File: config.mk
export PLATFORM = sky130hd
export DESIGN_NAME = midi_tx
export DESIGN_NICKNAME = d
export VERILOG_FILES = /design/src/rtl/midi_tx.sv
export SDC_FILE = /design/constraint.sdc
export NUM_CORES = 1
export LEC_CHECK = 0
export BUFFER_PORTS_ARGS = -buffer_cell sky130_fd_sc_hd__buf_2
export CAP_MARGIN = 25
export CORE_MARGIN = 2
export CORE_UTILIZATION = 35
export CTS_BUF_LIST = sky130_fd_sc_hd__clkbuf_16
export DETAILED_ROUTE_END_ITERATION = 8
export PLACE_DENSITY = 0.54
export SYNTH_ARGS = -nofsm -noshare
export SYNTH_HDL_FRONTEND = slang
export SYNTH_SLANG_ARGS = --single-unit
File: constraint.sdc
create_clock -name Clock -period 1.9 [get_ports Clock]
set_clock_uncertainty 0.1 [all_clocks]
set_input_delay 0.38 -clock Clock [delete_from_list [all_inputs] [get_ports Clock]]
set_output_delay 0.38 -clock Clock [all_outputs]
set_load 0.01 [all_outputs]
File: src/rtl/midi_tx.sv
// Serial MIDI note transmitter: one note event in, one 3-byte 8N1 message out (LSB first).
// Latency: tx start bit begins the cycle after accept; message is 30*CLKS_PER_BIT cycles, done one cycle later.
// Backpressure: eventReady only in IDLE; events offered while busy are not taken and must be held upstream.
module midi_tx #(
  parameter int          CLKS_PER_BIT = 3200,
  parameter logic [7:0]  NOTE_MIN     = 8'h28,
  parameter logic [7:0]  NOTE_MAX     = 8'h56
) (
  input  logic       Clock,
  input  logic       Reset,
  input  logic       eventValid,
  output logic       eventReady,
  input  logic       noteOn,
  input  logic [3:0] channel,
  input  logic [6:0] note,
  input  logic [6:0] velocity,
  output logic       tx,
  output logic       busy,
  output logic       done,
  output logic       rangeErr
);

  localparam int CW = (CLKS_PER_BIT > 1) ? $clog2(CLKS_PER_BIT) : 1;
  localparam logic [CW-1:0] BAUD_LAST = CW'(CLKS_PER_BIT - 1);

  typedef enum logic [1:0] {IDLE, START, DATA, STOP} state_t;

  state_t        state, stateNext;
  logic [CW-1:0] baudCnt, baudNext;
  logic [2:0]    bitIdx, bitNext;
  logic [1:0]    byteIdx, byteNext;
  logic [7:0]    shiftReg, shiftNext;
  logic [7:0]    noteByte, velByte;
  logic          txReg, txNext;
  logic          doneReg, doneNext;
  logic          rangeErrReg, rangeErrNext;

  logic accept;
  logic inRange;
  logic bitEnd;

  assign eventReady = (state == IDLE) && !Reset;
  assign accept     = eventValid && eventReady;
  assign inRange    = ({1'b0, note} >= NOTE_MIN) && ({1'b0, note} <= NOTE_MAX);
  assign bitEnd     = (baudCnt == BAUD_LAST);

  assign tx       = txReg;
  assign busy     = (state != IDLE);
  assign done     = doneReg;
  assign rangeErr = rangeErrReg;

  // State, baud/bit/byte counters, shifter and registered line outputs
  always_ff @(posedge Clock) begin
    if (Reset) begin
      state       <= IDLE;
      baudCnt     <= '0;
      bitIdx      <= '0;
      byteIdx     <= '0;
      shiftReg    <= '0;
      txReg       <= 1'b1;
      doneReg     <= 1'b0;
      rangeErrReg <= 1'b0;
    end else begin
      state       <= stateNext;
      baudCnt     <= baudNext;
      bitIdx      <= bitNext;
      byteIdx     <= byteNext;
      shiftReg    <= shiftNext;
      txReg       <= txNext;
      doneReg     <= doneNext;
      rangeErrReg <= rangeErrNext;
    end
  end

  // Hold the second and third bytes of an accepted event until they are shifted out
  always_ff @(posedge Clock) begin
    if (Reset) begin
      noteByte <= '0;
      velByte  <= '0;
    end else if (accept && inRange) begin
      noteByte <= {1'b0, note};
      velByte  <= {1'b0, velocity};
    end
  end

  // Next-state and next-output logic; txNext is the line level for the coming cycle
  always_comb begin
    stateNext    = state;
    baudNext     = baudCnt;
    bitNext      = bitIdx;
    byteNext     = byteIdx;
    shiftNext    = shiftReg;
    txNext       = 1'b1;
    doneNext     = 1'b0;
    rangeErrNext = 1'b0;

    case (state)
      IDLE: begin
        if (accept) begin
          if (inRange) begin
            stateNext = START;
            baudNext  = '0;
            bitNext   = '0;
            byteNext  = '0;
            shiftNext = {1'b1, 2'b00, noteOn, channel};
            txNext    = 1'b0;
          end else begin
            // Out-of-range note: consume the event, flag it, stay idle
            rangeErrNext = 1'b1;
          end
        end
      end

      START: begin
        txNext = 1'b0;
        if (bitEnd) begin
          baudNext  = '0;
          bitNext   = '0;
          stateNext = DATA;
          txNext    = shiftReg[0];
        end else begin
          baudNext = baudCnt + CW'(1);
        end
      end

      DATA: begin
        // shiftReg[0] is always the bit currently on the line
        txNext = shiftReg[0];
        if (bitEnd) begin
          baudNext = '0;
          if (bitIdx == 3'd7) begin
            stateNext = STOP;
            txNext    = 1'b1;
          end else begin
            shiftNext = {1'b0, shiftReg[7:1]};
            bitNext   = bitIdx + 3'd1;
            txNext    = shiftReg[1];
          end
        end else begin
          baudNext = baudCnt + CW'(1);
        end
      end

      STOP: begin
        txNext = 1'b1;
        if (bitEnd) begin
          baudNext = '0;
          if (byteIdx == 2'd2) begin
            stateNext = IDLE;
            doneNext  = 1'b1;
          end else begin
            // Next byte starts immediately: no idle time between bytes
            byteNext  = byteIdx + 2'd1;
            stateNext = START;
            shiftNext = (byteIdx == 2'd0) ? noteByte : velByte;
            txNext    = 1'b0;
          end
        end else begin
          baudNext = baudCnt + CW'(1);
        end
      end

      default: begin
        stateNext = IDLE;
      end
    endcase
  end

endmodule

==> run summary, run 1 <==
Once placement finished, the instance area stood at 3129 um^2. CTS built an H-tree with a depth of 2. The wire length of the first global-routing pass came out at 10850 um. After synthesis, the netlist uses 59 different library cells. The wire length on met1 came out at 3259 um. The total count of max-transition violations in the final report is 0. The total via count after detailed routing is 2313. The residual antenna-violating net count after detailed routing is 0. The number of core rows came out at 30. The global routing usage summed across all routing layers is 17.89%. The pin count of the biggest net entering global routing came out at 47. The most used flip-flop cell after synthesis is sky130_fd_sc_hd__dfxtp_1. The count of hold buffers inserted by post-cts repair came out at 0. The proportion of layout cells with a drive suffix above 1 came out at 44.92%.

Measured on the finished design, the core utilization comes to 52.38%. After global routing the overflow that remains totals 0. The final hold violation count came to 0. The number of buffer cells added on primary ports came out at 26. The number of clock buffers inserted by TritonCTS came out at 5.

The power share of the clock group is 31.7%. The sequential share of power came out at 38.2%. After synthesis, the largest family of logic cells by area is compound AO/OA/AOI/OAI gates. The detailed-route vias per instance came out at 5.140. The worst path uses 103.8% of the clock period. The register area is 887.1 um^2.

The TritonCTS clock tree is built. The cell-internal power is 1.865 mW. The number of DRC markers in iteration 0 is 70. The net switching power of the design came out at 0.8009 mW. Setup violations remaining at the end of the flow were counted as 11. The synthesized-area fraction occupied by adder cells is 5.071%.

The number of nets in the final layout is 385. The worst-skew pair later-pin latency is 0.29 ns. The gate count of the mapped netlist came out at 266.

The area added between synthesis and finish came out at 44.22%. The starting density of the core is 36.32%. The slowest stage of the critical path is the sky130_fd_sc_hd__dfxtp_2 cell.

Dividing total power by cell area gives a power density of 749.2 nW/um^2. The switching share of total power came out at 30.04%. The final cell count without fillers came out at 450. The number of top-level pins came out at 27. The die span in x came out at 87.96 um.

The data arrival time at the worst-slack endpoint is 2.09 ns. For this block, the routed nets add up to 6656 um of wire. The checks that failed: negative setup slack. The leading area contributor after synthesis is sky130_fd_sc_hd__dfxtp_1.

The last weighted congestion value of the routability-driven placer is 0.8156. The share of power burned in combinational logic is 30.1%. The total non-filler cell area in the finished layout came out at 3558 um^2.

In this run, synthesis produced a sequential element count of 44. The total placed cells including tap cells is 429. For this run, asynchronously set or reset flops after synthesis account for 0%.

The parity-gate share of the synthesized area counting xor and xnor cells came out at 0.3550%. After detailed routing, the average wire length per cell comes to 14.79 um. Clock-pin slew was measured on the worst setup and hold paths at 0.06 ns. The worst hold path belongs to the class input port to register. Measured against the total synthesized area, the mux share comes to 8.114%.

The area of the mapped netlist came out at 2467 um^2. Derived from the worst setup path, the maximum achievable clock frequency is 0.5073 GHz. The share of synthesized area in the top cell type comes to 35.70%. Ranked by total cell area, the synthesized netlist is headed by sky130_fd_sc_hd__dfxtp_1 36%, sky130_fd_sc_hd__mux2i_1 8.1%, sky130_fd_sc_hd__nor2_1 5.2%. The static power due to leakage is 1.405 nW. The clock period minus final worst setup slack is 1.971 ns. In this run the worst path has a maximum fanout of 4. Fill cells in the final layout number 625. In the detailed route, the total length drawn on met3 is 131 um. The number of nets produced by synthesis came out at 298. The peak ir drop on the vdd network is 377.8 uV. The simple-gate share of the synthesized area is 20.74%. The setup total negative slack is -0.4337 ns.

The HPWL reported at the end of detailed placement is 4630 um. Among all cell types in the netlist, the one instantiated most often is sky130_fd_sc_hd__dfxtp_1. The die extent in y came out at 87.96 um. The critical setup path kind is register to register.

The placeable core area is 6794 um^2. STA classifies the critical path startpoint as a register. The count of warnings emitted by yosys is 0.

The pre-antenna-repair detailed-routing pass consisted of 4 iterations. Setup repair after global routing could not meet its margin everywhere. The initial antenna violation count came out at 0. The run finished, with violations left.

The cell sitting at the root of the clock tree is a sky130_fd_sc_hd__clkbuf_16. The complex-gate fraction of the synthesized area is 24.80%. The count of maximum capacitance violations is 0.

The mean area per synthesized cell is 9.276 um^2. The data required time at the worst endpoint is 2.02 ns. The worst slew margin relative to its limit came out at 63.38%. The signal on the critical path passes through inv_2 -> ha_4 -> and2_4 -> a32o_2 -> buf_6 -> a211o_1 -> or3_1 -> a21oi_1. In this run the top signal layer used is met4. The slew of the pin with the lowest slew margin is 0.5493 ns. The final hold slack came out at 0.2246 ns. STA classifies the critical path endpoint as a register. The area enclosed by the die boundary is 7737 um^2.

The routed design uses 3185 um of met2 wire. The post-layout worst setup margin came out at -0.07133 ns. The via count of the first global-routing pass came out at 2292. The multi-input combinational cell area is 1595 um^2.

The sequential area share after synthesis came out at 35.70%. The largest stage delay on the critical path came out at 0.34 ns. The commonest cells after synthesis are 44 x sky130_fd_sc_hd__dfxtp_1, 34 x sky130_fd_sc_hd__nor2_1, 21 x sky130_fd_sc_hd__a21oi_1. The DRC violation count after routing came out at 0. The number of synthesized flops with an enable pin is 0. The tree built by TritonCTS fans out to 44 sinks.

The antenna diode instance count is 0. The number of buffers between clock root and the deepest sink is 2.
-- per-layer routing --
| metal | GRT usage, % | up-vias |
|---|---|---|
| met5 | 0 | - |
| met4 | 4.476 | 0 |
| met3 | 3.205 | 8 |
| met2 | 30.23 | 27 |
| met1 | 23.61 | 1111 |
| li1 | - | 1167 |
-- final timing paths --
| path | startpoint | endpoint | slack [ns] | cells after the start |
|---|---|---|---|---|
| max | state[0] | bitIdx[0] | -0.07 | 8 |
| min | velocity[0] | velByte[0] | 0.22 | 3 |
| max reg2reg | state[0] | bitIdx[0] | -0.07 | 8 |
| min reg2reg | bitIdx[1] | bitIdx[1] | 0.38 | 2 |
-- layout make-up --
cell class	count	share of cell area [%]
multi-input cells	196	44.83
flip-flops and latches	44	24.93
repair buffers	97	21.94
clock buffers	5	3.516
well taps	96	3.376
inverters	9	1.020
clock inverters	3	0.3868
-- flip-flops by register name, indices dropped and copies added, names as in the netlist --
| register | cells |
|---|---|
| noteByte | 7 |
| bitIdx | 3 |
| shiftReg | 8 |
| tx | 1 |
| state | 2 |
| velByte | 7 |
| rangeErr | 1 |
| done | 1 |
| byteIdx | 2 |
| baudCnt | 12 |
-- cells in the final DEF, fill, tap and decap left out, drive strengths merged, types with 2 or more instances in the layout --
cell and count:
a21oi 23, a31oi 2, dfxtp 44, and2 3, and3 2, or3 2
clkinv 4, a31o 2, a211oi 5, a311oi 16, mux2i 20, nor3b 3
a221oi 7, o21ai 6, inv 8, a22oi 2, nand4 6, ha 10
nand2 12, buf 95, a21o 3, nand3 10, clkbuf 7, nor2 36
nand2b 2, or2 2, nor3 6, and4 3
-- power groups by stage --
stage          logic, mW  clock network (mW)  registers, mW
2_1_floorplan      0.386                   0           1.03
3_3_place_gp       0.620                   0           1.03
3_5_place_dp       0.635                   0           1.03
4_1_cts            0.710               0.854           1.01
5_1_grt            0.867               0.881           1.02
6_report           0.803               0.845           1.02
-- worst max-delay path: cells and delay by family (launching register included) --
| kind | cells | cell delay (ns) |
|---|---|---|
| adder cells (fa/ha/maj) | 1 | 0.18 |
| AND/OR/NAND/NOR | 2 | 0.45 |
| AO/OA/AOI/OAI | 3 | 0.66 |
| flip-flops | 1 | 0.34 |
| buffers and inverters | 2 | 0.18 |
-- timing repair --
item                                    4_1_cts  5_1_grt
buffers inserted                              7        5
resized for setup                            19       27
gates cloned                                  0        1
pin swaps                                    11        5
endpoints found under the setup margin       26       28
-- logic make-up (layout without fill, tap and decap cells) --
| kind of cell | count (synthesis) | after routing |
|---|---|---|
| flip-flops | 44 | 44 |
| XOR/XNOR | 1 | 1 |
| multiplexers | 20 | 20 |
| AO/OA/AOI/OAI | 73 | 73 |
| AND/OR/NAND/NOR | 92 | 92 |
| buffers and inverters | 26 | 114 |
| adder cells (fa/ha/maj) | 10 | 10 |
-- through the flow --
step                      power, mW  setup slack [ns]
after floorplan               1.414          -0.01405
after global placement        1.652           -0.1192
after detailed placement      1.666           -0.1377
after CTS                     2.576          -0.06774
after global routing          2.772           -0.1387
final                         2.666          -0.07133
Note: power is estimated with default switching activity, not from simulation.
==> run 2, diff against run 1 <==
--- a/config.mk
+++ b/config.mk
@@ -12,6 +12,7 @@
 export CTS_BUF_LIST = sky130_fd_sc_hd__clkbuf_16
 export DETAILED_ROUTE_END_ITERATION = 8
 export PLACE_DENSITY = 0.54
+export SETUP_SLACK_MARGIN = 0.1
 export SYNTH_ARGS = -nofsm -noshare
 export SYNTH_HDL_FRONTEND = slang
 export SYNTH_SLANG_ARGS = --single-unit
==> run 2 against run 1 <==
The flow still finishes with violations (negative setup slack). Combinational power is 17% higher. Critical endpoint is now shiftReg[0]. Non-clock buffer count is 17 higher. Sequential share of layout area is 1.7 points lower. Fmax is 2.9% lower. Cell count is 3.8% higher. Register-to-register slack worse by 0.06 ns. Critical path depth is 3 higher. Core utilization is 4.0 points higher. Global-route usage is 0.74 points higher. Sequential cell count stayed put. Critical path type unchanged. Clock power is 2% lower. Highest routed layer unchanged. Wire length is 0.48% higher.
==> run summary, run 2 (synthesis gave the netlist of run 1 again) <==
The number of buffer cells added on primary ports came out at 26 (unchanged). The total count of max-transition violations in the final report came out at 0 (unchanged). The worst-skew pair later-pin latency came out at 0.28 ns (was 0.29 ns). The multi-input combinational cell area was 1635 um^2 (was 1595 um^2). The post-placement setup slack is -0.1285 ns (was -0.1377 ns).

Violated checks: negative setup slack (unchanged). The post-route clock period utilization is 106.8% (was 103.8%). The number of DRC markers in iteration 0 is 81 (was 70). The total via count after detailed routing is 2355 (was 2313). The number of flip-flops in the largest register came out at 12 (unchanged). The peak ir drop on the vdd network came to 421.7 uV (was 377.8 uV). Chain of cells forming the critical path: inv_2 -> ha_4 -> buf_12 -> nand3b_4 -> a32o_2 -> a211oi_4 -> buf_6 -> buf_12 -> buf_6 -> a21oi_4 -> a311oi_2 (was inv_2 -> ha_4 -> and2_4 -> a32o_2 -> buf_6 -> a211o_1 -> or3_1 -> a21oi_1).

The starting density of the core is 36.32% (unchanged). The pin count of the biggest net entering global routing is 47 (unchanged). The register area came out at 888.4 um^2 (was 887.1 um^2). The fmax is 0.4926 GHz (was 0.5073 GHz). The die extent in y is 87.96 um (unchanged). The clock period minus final worst setup slack is 2.030 ns (was 1.971 ns). The final cell count without fillers is 467 (was 450). The TritonCTS clock tree is built (unchanged). The number of clock buffers inserted by TritonCTS is 5 (unchanged). The data arrival time at the worst-slack endpoint is 2.13 ns (was 2.09 ns).

The number of endpoints failing setup at the final stage came out at 26 (was 11). The first-pass detailed-route iteration total came out at 4 (unchanged). The number of top-level pins came out at 27 (unchanged). The detailed-route vias per instance is 5.043 (was 5.140). The number of core rows came out at 30 (unchanged). The post-layout worst setup margin is -0.1301 ns (was -0.07133 ns). The area enclosed by the die boundary came out at 7737 um^2 (unchanged). The family with the most delay on the worst path is compound AO/OA/AOI/OAI gates (unchanged). The count of maximum capacitance violations is 0 (unchanged). The type of the most critical hold path is input port to register (unchanged). The residual antenna-violating net count after detailed routing is 0 (unchanged). The total routed wirelength is 6688 um (was 6656 um).

The largest stage delay on the critical path came to 0.32 ns (was 0.34 ns). RSZ-0062 raised after global routing: yes (unchanged). The final hold violation count came out at 0 (unchanged).

The count of hold buffers inserted by post-cts repair came out at 0 (unchanged). The initial antenna violation count is 0 (unchanged). The largest driver fanout on the critical path is 5 (was 4).

The antenna diode instance count came to 0 (unchanged). The slew of the pin with the lowest slew margin is 0.5673 ns (was 0.5493 ns). The last weighted congestion value of the routability-driven placer is 0.8323 (was 0.8156). The clock-pin slew on the worst setup and hold paths is 0.06 ns (about the same). The worst slew margin relative to its limit is 62.18% (was 63.38%). The setup total negative slack is -1.674 ns (was -0.4337 ns). The number of buffers and inverters on the critical path came out at 5 (was 2). The global routing usage summed across all routing layers came to 18.63% (was 17.89%). The highest-delay cell along the critical path was sky130_fd_sc_hd__dfxtp_2 (unchanged).

The top register by number of flip-flops is baudCnt (unchanged). The critical setup path kind is register to register (unchanged). The endpoint kind of the worst setup timing path is a register (unchanged). Registers with the most flip-flops: baudCnt x12, shiftReg x8 (unchanged).

The H-tree level count came out at 2 (unchanged). The die span in x came out at 87.96 um (unchanged). The commonest non-fill, non-tap cell in the layout is sky130_fd_sc_hd__buf_4 (unchanged). The proportion of layout cells with a drive suffix above 1 is 48.52% (was 44.92%). The overflow left after global routing was 0 (unchanged). The number of buffers between clock root and the deepest sink came out at 2 (unchanged). The static power due to leakage came out at 1.521 nW (was 1.405 nW). The critical path launch point type is a register (unchanged). The HPWL reported at the end of detailed placement came to 4655 um (was 4630 um). The library cell used as clock root buffer was sky130_fd_sc_hd__clkbuf_16 (unchanged). The mean routed wirelength per cell came out at 14.32 um (was 14.79 um). The total design power came out at 2.792 mW (was 2.666 mW). The via count of the first global-routing pass is 2388 (was 2292).

Run status: finished with violations (unchanged). The power per standard cell area came out at 729.1 nW/um^2 (was 749.2 nW/um^2). The fill cell total of the finished layout came out at 603 (was 625). The count of clock tree sinks is 44 (unchanged). The number of nets in the final layout is 402 (was 385). Commonest non-fill, non-tap cells in the layout: 62 x sky130_fd_sc_hd__buf_4, 38 x sky130_fd_sc_hd__dfxtp_1, 33 x sky130_fd_sc_hd__nor2_1 (was 57 x sky130_fd_sc_hd__buf_4, 39 x sky130_fd_sc_hd__dfxtp_1, 34 x sky130_fd_sc_hd__nor2_1).

The data required time at the worst endpoint came to 2.00 ns (was 2.02 ns). The total placed cells including tap cells is 439 (was 429). The placeable core area is 6794 um^2 (unchanged). The DRC violation count after routing is 0 (unchanged).

The area added between synthesis and finish is 55.22% (was 44.22%). The setup slack on the worst flop-to-flop path is -0.13 ns (was -0.07 ns). The wire length of the first global-routing pass came out at 11230 um (was 10850 um).
run 2: changes by cell type in the layout (fill, tap and decap cells not counted), sizes merged:
cell | before | now
buf | 95 | 112
inv | 8 | 9
clkinvlp | 0 | 1
clkinv | 4 | 2
run 2: final timing paths:
| check | from | cells after the start | endpoint |
|---|---|---|---|
| max | state[1] | 11 | shiftReg[0] |
| min | velocity[1] | 3 | velByte[1] |
| max reg2reg | state[1] | 11 | shiftReg[0] |
| min reg2reg | baudCnt[6] | 1 | baudCnt[6] |
run 2: final cells by class:
cell class | instances | share of cell area, %
multi-input cells | 196 | 42.70
inverters | 9 | 1.013
repair buffers | 114 | 26.30
flip-flops and latches | 44 | 23.20
clock buffers | 5 | 3.267
clock inverters | 3 | 0.3920
well taps | 96 | 3.136
run 2: metal layers:
metal | routed length [um] | global-route usage, %
met1 | 3121 | 24.31
met4 | 80 | 5.734
met5 | 0 | 0
met2 | 3321 | 31.40
met3 | 164 | 3.205
run 2: stage by stage:
stage                     util (%)  hold slack [ns]  area (um^2)
after global placement       48.21           0.3630         3276
after floorplan                  -           0.3407         2549
final                        56.37           0.2277         3830
after detailed placement     48.21           0.3658         3276
after global routing         56.37           0.2528         3830
after CTS                    53.50           0.2280         3635
run 2: worst register-to-register path: cells and delay by family (launching register included):
kind                       cells  cell delay (ns)
AOI/OAI and AO/OA              4             0.75
adders and majority gates      1             0.15
buffers and inverters          5             0.55
DFF                            1             0.32
and+or+nand+nor                1             0.07
run 2: where the power goes:
group / leakage, nW / switching (mW) / total, mW / internal [mW]
Clock: 0.0687 / 0.349 / 0.827 / 0.478
Sequential: 0.359 / 0.0420 / 1.02 / 0.980
Combinational: 1.09 / 0.430 / 0.943 / 0.513
run 2: what timing repair did:
| action | in CTS | in global routing |
|---|---|---|
| pin swaps | 20 | 12 |
| cloned | 2 | 2 |
| gates resized for setup | 27 | 23 |
| buffers inserted | 9 | 7 |
| endpoints found under the setup margin | 43 | 45 |
==> run 3, diff against run 2 <==
--- a/config.mk
+++ b/config.mk
@@ -8,10 +8,11 @@
 export BUFFER_PORTS_ARGS = -buffer_cell sky130_fd_sc_hd__buf_2
 export CAP_MARGIN = 25
 export CORE_MARGIN = 2
-export CORE_UTILIZATION = 35
+export CORE_UTILIZATION = 48
 export CTS_BUF_LIST = sky130_fd_sc_hd__clkbuf_16
 export DETAILED_ROUTE_END_ITERATION = 8
-export PLACE_DENSITY = 0.54
+export PLACE_DENSITY = 0.7
+export RECOVER_POWER = 25
 export SETUP_SLACK_MARGIN = 0.1
 export SYNTH_ARGS = -nofsm -noshare
 export SYNTH_HDL_FRONTEND = slang
==> run 3 against run 2 <==
The flow still finishes with violations (negative setup slack). Hold slack lost 0.0026 ns. Fmax is essentially flat. Design area shrank 2.8%. Wire length grew 9.8%. Global-route usage grew 7.2 points. Setup slack gained 0.0017 ns. Clock power is essentially flat. Die area shrank 26%. Via count grew 4.2%. Critical path type unchanged. Largest power group unchanged.
==> run summary, run 3 (synthesis gave the netlist of run 1 again) <==
Run status: finished with violations (unchanged). Violated checks: negative setup slack (unchanged). The mean routed wirelength per cell came to 17.03 um (was 14.32 um). The largest stage delay on the critical path is 0.32 ns (about the same). The H-tree level count is 2 (unchanged). The HPWL reported at the end of detailed placement is 4331 um (was 4655 um). The peak ir drop on the vdd network came out at 461.1 uV (was 421.7 uV). The top register by number of flip-flops is baudCnt (unchanged). The post-layout worst setup margin came out at -0.1285 ns (was -0.1301 ns). The worst-skew pair later-pin latency is 0.28 ns (about the same). The detailed-route vias per instance came out at 5.696 (was 5.043). The endpoint kind of the worst setup timing path is a register (unchanged).

The cell depth of the worst hold path came out at 3 (unchanged). The family with the most delay on the worst path is buffers and inverters (was compound AO/OA/AOI/OAI gates). Registers with the most flip-flops: baudCnt x12, shiftReg x8 (unchanged). The number of core rows is 26 (was 30). The total design power was 2.799 mW (was 2.792 mW). The number of DRC markers in iteration 0 is 145 (was 81).

The critical register-to-register path startpoint is state[1] (unchanged). The final cell count without fillers came to 431 (was 467). The antenna diode instance count is 0 (unchanged). The fill cell total of the finished layout came out at 323 (was 603). The data required time at the worst endpoint came out at 1.95 ns (was 2.00 ns). The slew of the pin with the lowest slew margin came out at 0.4414 ns (was 0.5673 ns).

The proportion of layout cells with a drive suffix above 1 is 49.86% (was 48.52%). The final hold slack came out at 0.2251 ns (was 0.2277 ns). The overflow left after global routing is 0 (unchanged). The starting density of the core is 48.93% (was 36.32%). The wire length of the first global-routing pass is 11200 um (was 11230 um). The area added between synthesis and finish came to 50.91% (was 55.22%).

The worst slew margin relative to its limit is 70.57% (was 62.18%). The global routing usage summed across all routing layers came out at 25.88% (was 18.63%). The number of nets in the final layout is 392 (was 402). The first-pass detailed-route iteration total is 4 (unchanged). The total routed wirelength was 7341 um (was 6688 um).

The static power due to leakage is 1.460 nW (was 1.521 nW). The area enclosed by the die boundary came to 5730 um^2 (was 7737 um^2). The number of endpoints failing setup at the final stage is 25 (was 26). The die extent in y came to 75.70 um (was 87.96 um). The critical path launch point type is a register (unchanged).

The number of top-level pins came out at 27 (unchanged). RSZ-0062 raised after global routing: yes (unchanged). The worst min-delay path endpoint was velByte[4] (was velByte[1]). The clock-pin slew on the worst setup and hold paths came out at 0.06 ns (about the same). The DRC violation count after routing is 0 (unchanged).

The total count of max-transition violations in the final report came out at 0 (unchanged). Chain of cells forming the critical path: inv_2 -> ha_4 -> buf_6 -> nand3b_4 -> a32o_2 -> buf_4 -> buf_4 -> or2_4 -> a22oi_2 -> nor2_1 (was inv_2 -> ha_4 -> buf_12 -> nand3b_4 -> a32o_2 -> a211oi_4 -> buf_6 -> buf_12 -> buf_6 -> a21oi_4 -> a311oi_2). The commonest non-fill, non-tap cell in the layout is sky130_fd_sc_hd__buf_4 (unchanged).

The final hold violation count was 0 (unchanged). The type of the most critical hold path is input port to register (unchanged). The pin count of the biggest net entering global routing is 35 (was 47). The post-route clock period utilization is 106.8% (about the same). The setup slack on the worst flop-to-flop path is -0.13 ns (about the same). The largest driver fanout on the critical path is 5 (unchanged). The library cell used as clock root buffer is sky130_fd_sc_hd__clkbuf_16 (unchanged). The number of flip-flops in the largest register was 12 (unchanged).

The total placed cells including tap cells came out at 399 (was 439). The die span in x is 75.70 um (was 87.96 um). The cell count of the worst reg-to-reg path is 10 (was 11). The via count of the first global-routing pass came out at 2330 (was 2388). The number of clock buffers inserted by TritonCTS is 5 (unchanged).

The highest-delay cell along the critical path was sky130_fd_sc_hd__dfxtp_2 (unchanged). The most frequent cell on the critical path is sky130_fd_sc_hd__buf_4. The count of hold buffers inserted by post-cts repair came out at 0 (unchanged).

The endpoint of the lowest-slack register-to-register path is baudCnt[1] (was shiftReg[0]). The clock period minus final worst setup slack is 2.028 ns (was 2.030 ns). The residual antenna-violating net count after detailed routing came to 0 (unchanged).

The number of buffers between clock root and the deepest sink was 2 (unchanged). The TritonCTS clock tree is built (unchanged). Commonest non-fill, non-tap cells in the layout: 55 x sky130_fd_sc_hd__buf_4, 38 x sky130_fd_sc_hd__dfxtp_1, 33 x sky130_fd_sc_hd__nor2_1 (was 62 x sky130_fd_sc_hd__buf_4, 38 x sky130_fd_sc_hd__dfxtp_1, 33 x sky130_fd_sc_hd__nor2_1). The placeable core area came out at 5042 um^2 (was 6794 um^2). The count of maximum capacitance violations came out at 0 (unchanged). The number of buffer cells added on primary ports is 26 (unchanged).

The number of buffers and inverters on the critical path came out at 4 (was 5). The power per standard cell area was 751.8 nW/um^2 (was 729.1 nW/um^2). The initial antenna violation count is 0 (unchanged).

The setup total negative slack is -1.537 ns (was -1.674 ns). The fmax is 0.4930 GHz (was 0.4926 GHz). The source of the worst hold timing path was velocity[4] (was velocity[1]). The last weighted congestion value of the routability-driven placer came out at 0.8111 (was 0.8323).

The data arrival time at the worst-slack endpoint was 2.08 ns (was 2.13 ns). The count of clock tree sinks is 44 (unchanged). The critical setup path kind is register to register (unchanged). The total via count after detailed routing is 2455 (was 2355).
## run 3: changes by cell type in the layout (fill, tap and decap cells not counted), moves of 2 or more
cell	delta
sky130_fd_sc_hd__a21oi_1	-4
sky130_fd_sc_hd__a21oi_2	+5
sky130_fd_sc_hd__a311oi_1	-3
sky130_fd_sc_hd__a311oi_2	+3
sky130_fd_sc_hd__buf_12	-3
sky130_fd_sc_hd__buf_4	-7
sky130_fd_sc_hd__ha_1	-2
sky130_fd_sc_hd__ha_2	+2
## run 3: worst max path at each step
stage	from	endpoint	slack, ns	depth (start not counted)
4_1_cts	state[0]	shiftReg[2]	-0.07	9
3_3_place_gp	note[4]	baudCnt[9]	-0.11	6
6_report	state[1]	baudCnt[1]	-0.13	10
2_1_floorplan	state[0]	bitIdx[0]	-0.005	7
3_5_place_dp	baudCnt[1]	bitIdx[0]	-0.12	7
5_1_grt	state[1]	baudCnt[1]	-0.22	10
## run 3: per-layer routing
metal / share of wire [%] / GRT usage, % / up-vias
met1: 41 / 31.74 / 1181
met4: 2.0 / 8.187 / 0
met3: 4.3 / 4.894 / 16
met2: 52 / 45.70 / 69
li1: - / - / 1189
met5: 0 / 0 / -
## run 3: stage by stage
stage / setup WS (ns) / instance area [um^2] / util, %
2_1_floorplan: -0.005135 / 2549 / -
3_3_place_gp: -0.1051 / 3100 / 61.49
3_5_place_dp: -0.1209 / 3100 / 61.49
4_1_cts: -0.06732 / 3547 / 70.35
5_1_grt: -0.2171 / 3724 / 73.85
6_report: -0.1285 / 3724 / 73.85
## run 3: timing repair
action,4_1_cts,5_1_grt
gates cloned,3,2
resized for setup,33,31
pin swaps,18,18
setup endpoints to repair,44,44
setup buffers,16,3
## run 3: cell type report
type                       count  area, um^2  area share, %
sequential                    44       888.4          23.86
multi-input combinational    196        1679          45.09
tap                           70       87.58          2.352
timing repair buffer         104       889.6          23.89
clock inverter                 3       15.01         0.4032
clock buffer                   5       125.1          3.360
inverter                       9       38.79          1.042
## run 3: worst register-to-register path: cells and delay by family, from the launching register on
kind	cells	cell delay, ns
buffers and inverters	4	0.49
flip-flops	1	0.32
AO/OA/AOI/OAI	2	0.45
adder cells (fa/ha/maj)	1	0.16
AND/OR/NAND/NOR	3	0.39
## run 3: power breakdown
| group | leakage [nW] | switching [mW] | internal (mW) |
|---|---|---|---|
| Clock | 0.0687 | 0.349 | 0.478 |
| Combinational | 1.03 | 0.459 | 0.491 |
| Sequential | 0.359 | 0.0419 | 0.980 |
